--- src/rtl/mc_pkg.sv ---
// Memory-controller definitions shared by the APB config block, fsm_ctrl and the
// refresh scheduler: config widths, pending-refresh limit, scheduler state encoding.
package mc_pkg;

   localparam int MC_REFI_WIDTH = 16;
   localparam int MC_PEND_WIDTH = 4;
   localparam int MC_PEND_MAX   = 8;

   typedef enum logic [1:0] {
      RF_SCH_IDLE  = 2'd0,
      RF_SCH_REQ   = 2'd1,
      RF_SCH_START = 2'd2,
      RF_SCH_WAIT  = 2'd3
   } rf_sch_state_e;

endpackage

--- src/rtl/rf_interval_timer.sv ---
// Refresh interval timer: counts 0..cfg-1 while enabled and flags the last count
// as a tick; held at 0 when disabled or when the interval is programmed to 0.
module rf_interval_timer
   import mc_pkg::*;
#(
   parameter int REFI_WIDTH = MC_REFI_WIDTH
) (
   input  logic                  clk,
   input  logic                  rst_n,
   input  logic                  en_i,
   input  logic [REFI_WIDTH-1:0] cfg_i,
   output logic                  tick_o
);

   logic [REFI_WIDTH-1:0] count_q;
   logic [REFI_WIDTH-1:0] count_d;
   logic                  run;
   logic                  at_end;

   // >= rather than == so a shrinking interval wraps at once instead of overrunning
   always_comb begin
      run     = en_i && (cfg_i != '0);
      at_end  = (count_q >= (cfg_i - REFI_WIDTH'(1)));
      count_d = '0;
      if (run && !at_end) begin
         count_d = count_q + REFI_WIDTH'(1);
      end
   end

   assign tick_o = run && at_end;

   always_ff @(posedge clk or negedge rst_n) begin
      if (!rst_n) begin
         count_q <= '0;
      end else begin
         count_q <= count_d;
      end
   end

endmodule

--- src/rtl/array_rf_sched.sv ---
// Refresh scheduler: accumulates owed refreshes from the interval timer, requests
// an array slot from fsm_ctrl and runs one rf_start/rf_done burst per grant.
module array_rf_sched
   import mc_pkg::*;
#(
   parameter int REFI_WIDTH = MC_REFI_WIDTH,
   parameter int PEND_MAX   = MC_PEND_MAX,
   parameter int PEND_WIDTH = MC_PEND_WIDTH
) (
   input  logic                  clk,
   input  logic                  rst_n,
   input  logic                  mc_rf_en,
   input  logic [REFI_WIDTH-1:0] mc_trefi_cfg,
   input  logic [PEND_WIDTH-1:0] mc_rf_urg_cfg,
   output logic                  rf_req,
   output logic                  rf_urgent,
   input  logic                  rf_grant,
   output logic                  rf_start,
   input  logic                  rf_done,
   output logic                  rf_busy,
   output logic [PEND_WIDTH-1:0] rf_pend_cnt,
   output logic                  rf_overflow
);

   localparam logic [PEND_WIDTH-1:0] PEND_SAT = PEND_WIDTH'(PEND_MAX);

   rf_sch_state_e         state_q;
   rf_sch_state_e         state_d;
   logic [PEND_WIDTH-1:0] pend_q;
   logic [PEND_WIDTH-1:0] pend_d;
   logic                  ovf_q;
   logic                  ovf_d;
   logic                  req_q;
   logic                  start_q;
   logic                  busy_q;
   logic                  urg_q;
   logic                  tick;
   logic                  done_acc;

   rf_interval_timer #(
      .REFI_WIDTH (REFI_WIDTH)
   ) u_timer (
      .clk    (clk),
      .rst_n  (rst_n),
      .en_i   (mc_rf_en),
      .cfg_i  (mc_trefi_cfg),
      .tick_o (tick)
   );

   assign done_acc = rf_done && (state_q == RF_SCH_WAIT);

   // A tick and an accepted done in the same cycle cancel out
   always_comb begin
      pend_d = pend_q;
      ovf_d  = ovf_q;
      if (!mc_rf_en) begin
         pend_d = '0;
         ovf_d  = 1'b0;
      end else if (tick && !done_acc) begin
         if (pend_q >= PEND_SAT) begin
            ovf_d = 1'b1;
         end else begin
            pend_d = pend_q + PEND_WIDTH'(1);
         end
      end else if (done_acc && !tick && (pend_q != '0)) begin
         pend_d = pend_q - PEND_WIDTH'(1);
      end
   end

   always_comb begin
      state_d = state_q;
      unique case (state_q)
         RF_SCH_IDLE: begin
            if ((pend_q != '0) && mc_rf_en) begin
               state_d = RF_SCH_REQ;
            end
         end
         RF_SCH_REQ: begin
            if (!mc_rf_en) begin
               state_d = RF_SCH_IDLE;
            end else if (rf_grant) begin
               state_d = RF_SCH_START;
            end
         end
         RF_SCH_START: state_d = RF_SCH_WAIT;
         RF_SCH_WAIT: begin
            if (rf_done) begin
               state_d = RF_SCH_IDLE;
            end
         end
         default: state_d = RF_SCH_IDLE;
      endcase
   end

   // Outputs are decoded from the next state so they line up with the state register
   always_ff @(posedge clk or negedge rst_n) begin
      if (!rst_n) begin
         state_q <= RF_SCH_IDLE;
         pend_q  <= '0;
         ovf_q   <= 1'b0;
         req_q   <= 1'b0;
         start_q <= 1'b0;
         busy_q  <= 1'b0;
         urg_q   <= 1'b0;
      end else begin
         state_q <= state_d;
         pend_q  <= pend_d;
         ovf_q   <= ovf_d;
         req_q   <= (state_d == RF_SCH_REQ);
         start_q <= (state_d == RF_SCH_START);
         busy_q  <= (state_d == RF_SCH_START) || (state_d == RF_SCH_WAIT);
         urg_q   <= (mc_rf_urg_cfg != '0) && (pend_q >= mc_rf_urg_cfg);
      end
   end

   assign rf_req      = req_q;
   assign rf_urgent   = urg_q;
   assign rf_start    = start_q;
   assign rf_busy     = busy_q;
   assign rf_pend_cnt = pend_q;
   assign rf_overflow = ovf_q;

endmodule

--- config.mk ---
export PLATFORM = sky130hd
export DESIGN_NAME = array_rf_sched
export DESIGN_NICKNAME = d
export VERILOG_FILES = /design/src/rtl/mc_pkg.sv /design/src/rtl/rf_interval_timer.sv /design/src/rtl/array_rf_sched.sv
export SDC_FILE = /design/constraint.sdc
export NUM_CORES = 1
export LEC_CHECK = 0
export ABC_AREA = 1
export ABC_CLOCK_PERIOD_IN_PS = 3100
export CAP_MARGIN = 10
export CORE_MARGIN = 1.5
export CORE_UTILIZATION = 55
export CTS_CLUSTER_SIZE = 20
export DETAILED_ROUTE_END_ITERATION = 8
export PLACE_DENSITY = 0.79
export SLEW_MARGIN = 20
export SYNTH_ARGS = -nofsm -noshare
export SYNTH_HDL_FRONTEND = slang
export SYNTH_SLANG_ARGS = --single-unit
--- constraint.sdc ---
create_clock -name clk -period 3.1 [get_ports clk]
set_clock_uncertainty 0.2 [all_clocks]
set_input_delay 0.775 -clock clk [delete_from_list [all_inputs] [get_ports clk]]
set_output_delay 0.775 -clock clk [all_outputs]
set_load 0.02 [all_outputs]
==> flow_summary.toml <==
[setup_path]
cp.arrival_ps = 3630
crit_fanout = 5
critPathKind = "primary input to flop"
regToRegSetupSlack_ps = 500
crit-reg2reg-launch = "u_timer.count_q[7]"
cp-end-kind = "flop"
startpoint = "mc_trefi_cfg[2]"
worstSetupStartpointType = "primary input"
worstPathRequired_ps = 3110

[global_routing]
grt_overflow_total = 0
antenna_found_initial = 0
grt_first_pass_wirelength_mm = 8.36
grt_pass1_vias = 2046
grt.total_usage_pct = 24.0
grt_max_degree = 28

[final_layout]
final_cell_count_no_fill = 411
diodes = 0
finalNetCount = 412
fillCellCount = 245
area_growth_pct = 43.1
layout_common_cells = "inv_1, buf_4, nand2_1, dfrtp_1, clkdlybuf4s50_1"
drive_above_1_share_pct = 36.6
final_common_cell = "inv_1"

[routing]
drt-initial-drc-count = 39
vias = 2131
drc = 0
ant_nets = 0
first_pass_iters = 4
routed_wl_mm = 5.51
routedWlPerCell_um = 13.4
vias_per_cell = 5.18

[placed_design]
dp.cells = 396
hpwlAfterDp_mm = 3.73
dp_slack_ps = -1260
gp_congestion = 0.808
io_buffers = 33

[logic_synthesis]
yosys-top-cells-area = "dfrtp_1, ha_1, inv_1, nand2_1, xor2_1"
syn_nets = 330
ys_seq_area_share_pct = 29.2
synth.distinct_cells = 37
synthCells = 280
synth_area_um2 = 2310
synth_top_area_share_pct = 29.2
synth_area_leader_cell = "dfrtp_1"
ys_warn_count = 0
synth-seq-cells = 27
post_synth.cell_area_avg_um2 = 8.25

[flow_run]
drv_cap = 0

[floorplanning]
die_width_um = 67.8
fp-row-count = 23
ios = 34
die-area_um2 = 4600
coreArea_um2 = 4030
chipHeight_um = 67.8
initial_utilization_pct = 57.4

[clock_network]
clkTransAtPathRegs_ps = 90
cts_made_buffers = 3
cts_tree = "done"
root_buffer = "clkbuf_8"
cts.sinks = 27
clk_path_buf_depth = 2
hold_buffers = 0
htree_levels = 1
clk_latency_ps = 270

[power_and_ir_drop]
cellPowerDensity_nw_per_um2 = 365
ir_worst_vdd_mv = 0.363
p_leak_nw = 1.60

[sta]
maxSlewViolCount = 0
layout_setup_ws_ps = -527
hold_viol = 0
fmax_ghz = 0.276
max_slew_margin_pct = 74.8
finalCriticalPeriod_ps = 3630
rsz0062_at_grt = "true"
worst_pin_slew_ps = 374
setup_violations = 16
holdWs_ps = 298
finalCritPeriodShare_pct = 117

[outcome]
status = "complete, but fails checks"
violations = "negative setup slack"

[hold_path]
min_from = "u_timer.count_q[0]"
hp-class = "flop to flop"
area by class of cell:
cell class	instances	area, um^2	area share, %
sequential	27	676	20.4
tap	50	62.6	1.89
clock buffer	4	45.0	1.36
inverter	54	203	6.13
timing repair buffer	77	664	20.1
multi-input combinational	199	1660	50.1
power breakdown:
group / internal, mW / switching [mW] / leakage (nW)
sequential: 0.403 / 0.0597 / 0.363
combinational: 0.257 / 0.291 / 1.22
clock: 0.0920 / 0.105 / 0.0228
total: 0.752 / 0.456 / 1.60
worst max-delay path: stages:
cell and delay, ps:
buf_6 100, nor2_4 110, nand2_4 60, nor3_4 180
nand3_2 110, nor2_2 100, nand2_2 100, nor4_4 160
xor2_1 190, inv_1 90, ha_4 290, nand2_4 60
nor3_4 180, nand2_2 90, nand2_4 80, nand3_4 100
ha_4 260, nand2_2 60, nand2_2 60, a31oi_4 170
inv_1 60, nand2_1 70, nand2_1 70, o21ai_2 100
registers in the layout, summed over array words and instances (netlist names):
signal / count
rf_overflow: 1
rf_urgent: 1
rf_busy: 1
u_timer.count_q: 16
rf_pend_cnt: 4
rf_req: 1
rf_start: 1
state_q: 2
final timing paths:
| check | cells past startpoint | to |
|---|---|---|
| setup / recovery | 24 | rf_pend_cnt[3] |
| hold / removal | 1 | u_timer.count_q[0] |
| min in group asynchronous | 2 | u_timer.count_q[3] |
| max in group asynchronous | 2 | rf_pend_cnt[2] |
| hold reg to reg | 1 | u_timer.count_q[0] |
| setup reg to reg | 18 | rf_pend_cnt[3] |
synth_stat cells:
master	n
nand3_4	3
a31oi_4	1
ha_1	24
nand2_1	45
nor3_2	5
nand3_1	8
dfrtp_1	27
o21ai_0	6
nand2_2	7
o41ai_1	1
nor2_1	20
nand4_1	5
o211ai_1	1
nor4_2	1
nor3_1	6
nor2_4	6
xor2_1	12
buf_6	1
nor2_2	4
nand3_2	4
a21oi_2	1
o2111ai_1	1
nor3b_1	4
o21ai_1	2
o21ai_2	3
and3_1	1
or2_2	1
nor4_1	1
inv_2	3
xnor2_1	6
inv_1	51
nand4_4	1
fa_1	1
a21oi_1	13
nand2_4	1
nor3_4	2
a31oi_1	1
logic make-up after synthesis:
kind of cell | Yosys count | share of synthesized area [%]
flip-flops | 27 | 29.2
AO/OA/AOI/OAI | 30 | 8.34
AND/OR/NAND/NOR | 125 | 32.5
XOR/XNOR | 18 | 6.82
buffers and inverters | 55 | 9.26
adder cells (fa/ha/maj) | 25 | 13.9
timing repair:
| action | in CTS | in global routing |
|---|---|---|
| setup endpoints to repair | 21 | 21 |
| pin swaps | 31 | 24 |
| setup buffers | 10 | 4 |
| cloned | 1 | 0 |
| gates resized for setup | 54 | 16 |
metal layers:
| metal | global-route usage, % | wire [um] |
|---|---|---|
| met1 | 28.7 | 2310 |
| met2 | 45.2 | 2900 |
| met3 | 2.80 | 198 |
| met4 | 6.50 | 104 |
| met5 | 0 | 0 |
per-stage QoR:
step           setup TNS [ps]  instance area, um^2  util, %  power [mW]
5_1_grt                 -5930                 3310     82.1        1.29
3_5_place_dp           -18290                 3000     74.3       0.950
2_1_floorplan           -2890                 2360        -       0.742
6_report                -2130                 3310     82.1        1.21
4_1_cts                 -3210                 3240     80.4        1.17
3_3_place_gp           -16310                 3000     74.3       0.932
Note: power is estimated with default switching activity, not from simulation.
